File: src/rtl/rps_move_capture.sv
// Rock/paper/scissors move capture: synchronizes and debounces the lock buttons, validates
// one-hot selections, and reveals both moves together with a one-cycle round strobe.
module rps_move_capture #(
  parameter logic [15:0] DEBOUNCE_CYCLES = 16'd50000,
  parameter logic [23:0] HOLD_CYCLES     = 24'd5000000
) (
  input  logic       clk,
  input  logic       rst,
  input  logic [2:0] sw1,
  input  logic [2:0] sw2,
  input  logic       lock1_btn,
  input  logic       lock2_btn,
  output logic [2:0] move1,
  output logic [2:0] move2,
  output logic       round_strobe,
  output logic       locked1,
  output logic       locked2,
  output logic       err1,
  output logic       err2,
  output logic [1:0] state
);

  typedef enum logic [1:0] {
    ST_COLLECT = 2'b00,
    ST_REVEAL  = 2'b01,
    ST_HOLD    = 2'b10
  } state_t;

  state_t r_state, w_state_nxt;

  logic [1:0][2:0]  r_sw_s1, r_sw_s2;
  logic [1:0]       r_btn_s1, r_btn_s2;
  logic [1:0]       r_stable, r_stable_d;
  logic [1:0][15:0] r_db_cnt;
  logic [1:0]       r_locked, r_err;
  logic [1:0][2:0]  r_move;
  logic [23:0]      r_hold_cnt;

  logic [1:0] w_lock_ev;
  logic [1:0] w_onehot;
  logic       w_hold_done;
  logic       w_show;

  always_ff @(posedge clk or negedge rst) begin
    if (!rst) begin
      r_sw_s1    <= '0;
      r_sw_s2    <= '0;
      r_btn_s1   <= '0;
      r_btn_s2   <= '0;
      r_stable   <= '0;
      r_stable_d <= '0;
      r_db_cnt   <= '0;
    end else begin
      r_sw_s1    <= {sw2, sw1};
      r_sw_s2    <= r_sw_s1;
      r_btn_s1   <= {lock2_btn, lock1_btn};
      r_btn_s2   <= r_btn_s1;
      r_stable_d <= r_stable;
      for (int unsigned i = 0; i < 2; i++) begin
        if (r_btn_s2[i] != r_stable[i]) begin
          if (r_db_cnt[i] == DEBOUNCE_CYCLES - 16'd1) begin
            r_stable[i] <= r_btn_s2[i];
            r_db_cnt[i] <= '0;
          end else begin
            r_db_cnt[i] <= r_db_cnt[i] + 16'd1;
          end
        end else begin
          r_db_cnt[i] <= '0;
        end
      end
    end
  end

  assign w_lock_ev   = r_stable & ~r_stable_d;
  assign w_hold_done = (r_hold_cnt == HOLD_CYCLES - 24'd1);

  always_comb begin
    w_onehot = '0;
    for (int unsigned i = 0; i < 2; i++) begin
      w_onehot[i] = (r_sw_s2[i] == 3'b100) || (r_sw_s2[i] == 3'b010) || (r_sw_s2[i] == 3'b001);
    end
  end

  always_ff @(posedge clk or negedge rst) begin
    if (!rst) r_state <= ST_COLLECT;
    else      r_state <= w_state_nxt;
  end

  always_comb begin
    w_state_nxt = r_state;
    case (r_state)
      ST_COLLECT: if (&r_locked) w_state_nxt = ST_REVEAL;
      ST_REVEAL:  w_state_nxt = ST_HOLD;
      ST_HOLD:    if (w_hold_done) w_state_nxt = ST_COLLECT;
      default:    w_state_nxt = ST_COLLECT;
    endcase
  end

  // Lock evaluation happens only in COLLECT, so presses whose stable rise lands in HOLD are dropped.
  always_ff @(posedge clk or negedge rst) begin
    if (!rst) begin
      r_locked   <= '0;
      r_err      <= '0;
      r_move     <= '0;
      r_hold_cnt <= '0;
    end else begin
      case (r_state)
        ST_COLLECT: begin
          for (int unsigned i = 0; i < 2; i++) begin
            if (w_lock_ev[i] && !r_locked[i]) begin
              if (w_onehot[i]) begin
                r_move[i]   <= r_sw_s2[i];
                r_locked[i] <= 1'b1;
                r_err[i]    <= 1'b0;
              end else begin
                r_err[i]    <= 1'b1;
              end
            end
          end
        end
        ST_REVEAL: r_hold_cnt <= '0;
        ST_HOLD: begin
          r_hold_cnt <= r_hold_cnt + 24'd1;
          if (w_hold_done) begin
            r_locked <= '0;
            r_move   <= '0;
          end
        end
        default: r_hold_cnt <= '0;
      endcase
    end
  end

  assign w_show       = (r_state != ST_COLLECT);
  assign move1        = w_show ? r_move[0] : 3'b000;
  assign move2        = w_show ? r_move[1] : 3'b000;
  assign round_strobe = (r_state == ST_REVEAL);
  assign locked1      = r_locked[0];
  assign locked2      = r_locked[1];
  assign err1         = r_err[0];
  assign err2         = r_err[1];
  assign state        = r_state;

endmodule

File: config.mk
export PLATFORM = sky130hd
export DESIGN_NAME = rps_move_capture
export DESIGN_NICKNAME = d
export VERILOG_FILES = /design/src/rtl/rps_move_capture.sv
export SDC_FILE = /design/constraint.sdc
export NUM_CORES = 1
export LEC_CHECK = 0
export CAP_MARGIN = 0
export CORE_UTILIZATION = 35
export DETAILED_ROUTE_END_ITERATION = 8
export PLACE_DENSITY = 0.53
export RECOVER_POWER = 50
export SLEW_MARGIN = 20
export SYNTH_ARGS = -nofsm -noshare
export SYNTH_HDL_FRONTEND = slang
export SYNTH_SLANG_ARGS = --single-unit
File: constraint.sdc
create_clock -name clk -period 3.2 [get_ports clk]
set_input_delay 0.64 -clock clk [delete_from_list [all_inputs] [get_ports clk]]
set_output_delay 0.64 -clock clk [all_outputs]
set_load 0.05 [all_outputs]
==> impl_metrics.ini, run 1 <==
[run_status]
status = finished, violations left
violations = capacitance limit, slew limit

[clock_network]
clk_latency_ps = 340
cts.repair.resized = 0
postCtsSetupRepairBufs = 0
cts_tree = yes
clkTransAtPathRegs_ps = 70
cts-hold-fix-buffers = 0
cts_buffers = 9
cts.sinks = 88
cts_max_path_buffers = 2
root_buffer = clkbuf_16
htreeDepth = 3

[synthesis]
synth_edf_count = 0
synth_top_cell_area_share = 0.548
synthAdderAreaFrac = 0.00935
synthSimpleGateAreaFrac = 0.251
synth_xor_area_frac = 0.0851
yosysUniqueCellTypes = 47
synth_top_family_by_area = simple AND/OR/NAND/NOR gates
ys_warn_count = 0
postSynthCellCount = 381
syn_nets = 394
synth_top_flop_cell = dfrtp_1
synth_area_leaders = dfrtp_1 (55%), nor2_1 (4.6%), xnor2_1 (4.4%)
ys_ff_latch = 88
synth_commonest_cells = dfrtp_1 (88), nor2_1 (49), nand3_1 (21)
syn_area_per_cell_um2 = 10.5
synth_most_common_cell = dfrtp_1
ys_seq_area_frac = 0.548
synth_compound_gate_area_share = 0.0785
ys_async_sr_fraction = 1.00
synth_area_um2 = 4020
synth_top_area_cell = dfrtp_1
synthMuxAreaShare = 0.00810

[global_routing]
grt_pass1_vias = 2734
grt_usage = 0.150
grt_pass1_wl_mm = 13.6
antenna_found_initial = 0
grt_max_degree = 49
grt_overflow = 0

[power]
ir_worst_vdd_uv = 330
p_comb_frac = 0.025
switching_share = 0.204
p_switching_mw = 0.490
p_leak_nw = 1.96
power_density_nw_per_um2 = 510
p_int_mw = 1.91
p_clk_frac = 0.501
p_seq_frac = 0.475

[finish]
antennaDiodeCount = 0
fillers = 1088
drive_above_1_share = 0.0900
area_growth_pct = 17.4
final_nets = 420

[critical_path]
critPathKind = flip-flop to output port
critical_path.startpoint_type = flip-flop
endpoint_kind = output port
r2r-end = r_locked[0]
r2r-start = state[0]
cp.required_ps = 2560
reg2regPathDepth = 6
rrSetupSlack_ps = 990
crit_arrival_ps = 1820
crit_start = state[1]
critPathCapture = round_strobe
crit_path_max_fanout = 8

[sta]
grt_setup_unrepaired = no
worst_slew_pin_slew_ps = 2310
setup_violations = 0
finClkSkew_ps = 7.98
fin_crit_ps = 2460
fin_crit_sh = 0.769
worst_slack_ps = 740
hold_viol_final = 0
final-max-slew-violation-count = 41
tns_ps = 0
timing.fmax_mhz = 407
slew_headroom = -0.543

[route]
wl_per_cell_um = 14.4
drt-total-wl_mm = 7.94
routed-via-count = 2834
drt_first_pass_iters = 4
drt_iter0_markers = 140
ant_nets = 0
drcViolationCount = 0
viasPerCell = 5.14

[die]
die_area_um2 = 11900
fp-row-count = 38
die_h_um = 109
start_util = 0.364
ios = 23
core_um2 = 11000
die_w_um = 109

[min_path]
hold_path.class = flip-flop to flip-flop

[placement]
place_ws_ps = 1020
numPortBuffers = 22
hpwlAfterDp_mm = 5.53
globalplace.congestion = 0.799

[job]
maxCapViolations = 1
placed cells by master (no fill, tap or decap), drive strengths merged, types with 2 or more instances in the layout:
cell type and n:
or3 7, nand4b 2, ha 3, and2 2
clkbuf 11, and4 7, o21ai 16, or3b 2
bufinv 3, o31ai 7, nand4 17, o2bb2ai 3
and3 12, or4 7, nand2 17, or2 3
mux2 2, nor4bb 3, a21oi 20, buf 8
nand3 24, nor2b 7, nor3 5, nor2 49
xor2 19, nor4 7, dlygate4sd3 8, dfrtp 88
xnor2 20, inv 8, nor4b 3, clkdlybuf4s50 7
a21o 2
state kept, by name (all words and copies together) (netlist names):
| register | cells |
|---|---|
| r_stable | 2 |
| r_btn_s1 | 2 |
| r_btn_s2 | 2 |
| r_sw_s1 | 6 |
| r_err | 2 |
| r_stable_d | 2 |
| state | 2 |
| r_hold_cnt | 24 |
| r_locked | 2 |
| r_move | 6 |
| r_db_cnt | 32 |
| r_sw_s2 | 6 |
metrics by stage:
stage / util / hold WS (ps) / instance area [µm²] / total power [mW] / std cells
after floorplan: - / 331 / 4020 / 1.18 / 381
after global placement: 0.397 / 331 / 4380 / 1.22 / 536
after detailed placement: 0.397 / 336 / 4380 / 1.23 / 536
after CTS: 0.428 / 300 / 4720 / 2.45 / 551
after global routing: 0.427 / 352 / 4710 / 2.50 / 551
final: 0.427 / 346 / 4710 / 2.40 / 551
critical path, cell delays in order, from the launching register on:
cell and delay, ps:
dfrtp_1 460, nor2b_1 180, clkdlybuf4s50_1 840
cells by family (layout without fill, tap and decap cells):
group / after synthesis / after routing
AND/OR/NAND/NOR: 178 / 178
multiplexers: 3 / 3
XOR/XNOR: 39 / 39
buffers and inverters: 17 / 47
adder cells (fa/ha/maj): 3 / 3
AO/OA/AOI/OAI: 53 / 53
flip-flops: 88 / 88
power groups by stage:
stage / Clock (mW) / Combinational, mW / Sequential [mW]
6_report: 1.20 / 0.0592 / 1.14
5_1_grt: 1.28 / 0.0690 / 1.14
4_1_cts: 1.24 / 0.0646 / 1.14
3_5_place_dp: 0 / 0.0641 / 1.16
3_3_place_gp: 0 / 0.0633 / 1.16
2_1_floorplan: 0 / 0.0227 / 1.16
layer usage:
| layer | part of all wire | up-vias | GRT usage |
|---|---|---|---|
| li1 | - | 1429 | - |
| met4 | 0.013 | 0 | 0.0463 |
| met5 | 0 | - | 0 |
| met1 | 0.49 | 1357 | 0.200 |
| met2 | 0.47 | 36 | 0.235 |
| met3 | 0.028 | 12 | 0.0412 |
worst min path at each step:
stage	from	to	slack, ps	depth (start not counted)
2_1_floorplan	r_btn_s1[0]	r_btn_s2[0]	330	0
3_3_place_gp	r_sw_s1[4]	r_sw_s2[4]	330	0
3_5_place_dp	r_sw_s1[0]	r_sw_s2[0]	340	0
4_1_cts	rst	r_hold_cnt[14]	300	1
5_1_grt	r_sw_s1[0]	r_sw_s2[0]	350	0
6_report	r_btn_s1[1]	r_btn_s2[1]	350	0
layout make-up:
type | count | area, µm² | area share
Sequential cell | 88 | 2200 | 0.467
Tap cell | 140 | 175 | 0.0372
Clock buffer | 9 | 225 | 0.0478
Timing Repair Buffer | 25 | 230 | 0.0488
Clock inverter | 6 | 118 | 0.0250
Inverter | 7 | 26.3 | 0.00557
Multi-Input combinational cell | 276 | 1740 | 0.368
Note: power is estimated with default switching activity, not from simulation.
==> inputs of run 2 (changes only) <==
- clock period: 3.2 -> 2.4 ns (I/O delays scaled with it)
==> impl_metrics.ini, run 2 (synthesis results as in run 1) <==
[clock_network]
cts_max_path_buffers = 2
cts-hold-fix-buffers = 0
cts_tree = yes
cts.repair.resized = 0
root_buffer = clkbuf_16
clkTransAtPathRegs_ps = 70
postCtsSetupRepairBufs = 0
clk_latency_ps = 340
cts_buffers = 9
htreeDepth = 3
cts.sinks = 88

[min_path]
hold_path.class = flip-flop to flip-flop

[sta]
finClkSkew_ps = 5.88
fin_crit_ps = 2160
final-max-slew-violation-count = 26
tns_ps = 0
slew_headroom = -0.0127
worst_slew_pin_slew_ps = 1520
timing.fmax_mhz = 463
fin_crit_sh = 0.901
hold_viol_final = 0
setup_violations = 0
grt_setup_unrepaired = no

[finish]
antennaDiodeCount = 0
most-common-layout-cells = dfrtp_1 (88), nor2_1 (49), nand3_1 (21)
largest_register_ff_count = 32
largestRegisters = r_db_cnt x32, r_hold_cnt x24
final_cells = 555
drive_above_1_share = 0.106
final_nets = 423
area_growth_pct = 20.8
fillers = 1032
postLayoutCoreUtil = 0.440
top_register = r_db_cnt
final_common_cell = dfrtp_1

[critical_path]
r2r-end = r_hold_cnt[23]
worst_path_max_delay_cell = clkdlybuf4s50_1
critPathTopFamily = buffers and inverters
critical_path.cell_chain = clkdlybuf4s50_1
path_buf_inv = 1
crit_arrival_ps = 1680
cpPeakStageDelay_ps = 860
crit_start = state[1]
cp.depth = 1
rrSetupSlack_ps = 460
endpoint_kind = output port
reg2regPathDepth = 4
critPathCapture = state[1]
cp.required_ps = 1920
r2r-start = r_hold_cnt[2]
crit_path_max_fanout = 8
critical_path.startpoint_type = flip-flop
critPathKind = flip-flop to output port

[route]
drt_iter0_markers = 126
viasPerCell = 5.20
drt_first_pass_iters = 4
drcViolationCount = 0
routed-via-count = 2886
wl_per_cell_um = 14.4
ant_nets = 0
drt-total-wl_mm = 8.01

[die]
die_area_um2 = 11900
ios = 23
start_util = 0.364
fp-row-count = 38
die_h_um = 109
core_um2 = 11000
die_w_um = 109

[run_status]
status = finished, violations left
violations = capacitance limit, slew limit

[placement]
placed_cells = 539
globalplace.congestion = 0.809
hpwlAfterDp_mm = 5.65
numPortBuffers = 22

[global_routing]
antenna_found_initial = 0
grt_usage = 0.155
grtUsageMet3 = 0.0424
grt_overflow = 0
grt_max_degree = 50
grtUsageMet1 = 0.205
grt_pass1_wl_mm = 14.2
busiest_layer = met2
use_met2 = 0.245
grt_pass1_vias = 2960

[power]
p_leak_nw = 2.02
power_density_nw_per_um2 = 689
ir_worst_vdd_uv = 349

[job]
maxCapViolations = 1
-- run 2: cell count changes in the layout (fill, tap and decap cells not counted) --
cell / change
buf_12: +7
inv_6: +3
buf_4: -2
clkdlybuf4s50_1: -2
bufinv_16: +1
clkbuf_1: -1
clkbuf_2: +1
clkinv_4: -1
clkinvlp_4: -1
inv_8: -1
-- run 2: metal layers --
metal / part of all wire / vias up / routed length [µm]
li1: - / 1425 / -
met1: 0.48 / 1419 / 3860
met2: 0.47 / 32 / 3750
met3: 0.035 / 10 / 280
met4: 0.016 / 0 / 125
met5: 0 / - / 0
-- run 2: through the flow --
| stage | hold slack (ps) | setup WS (ps) | instance area (µm²) | power (mW) |
|---|---|---|---|---|
| finish | 346 | 238 | 4850 | 3.34 |
| global route | 352 | 146 | 4850 | 3.46 |
| CTS | 54.9 | 202 | 4850 | 3.40 |
| detailed placement | 335 | 527 | 4480 | 1.64 |
| global placement | 332 | 594 | 4480 | 1.63 |
| floorplan | 184 | 120 | 4020 | 1.58 |
-- run 2: worst min-delay path by stage --
stage                 from             end  cells after the start
6_report        r_sw_s1[4]      r_sw_s2[4]                      0
5_1_grt         r_sw_s1[4]      r_sw_s2[4]                      0
4_1_cts                rst  r_hold_cnt[16]                      1
3_5_place_dp   r_btn_s1[1]     r_btn_s2[1]                      0
3_3_place_gp    r_sw_s1[4]      r_sw_s2[4]                      0
2_1_floorplan          rst     r_btn_s1[0]                      0
-- run 2: power by group --
group	internal (mW)	total (mW)	switching, mW
registers	1.50	1.52	0.0166
clock network	1.13	1.74	0.608
logic	0.0277	0.0797	0.0520
-- run 2: layout make-up --
class	count	area, µm²	area share
Tap cell	140	175	0.0361
Inverter	7	26.3	0.00542
Multi-Input combinational cell	276	1740	0.358
Timing Repair Buffer	28	337	0.0694
Sequential cell	88	2200	0.454
Clock buffer	9	225	0.0465
Clock inverter	7	146	0.0302
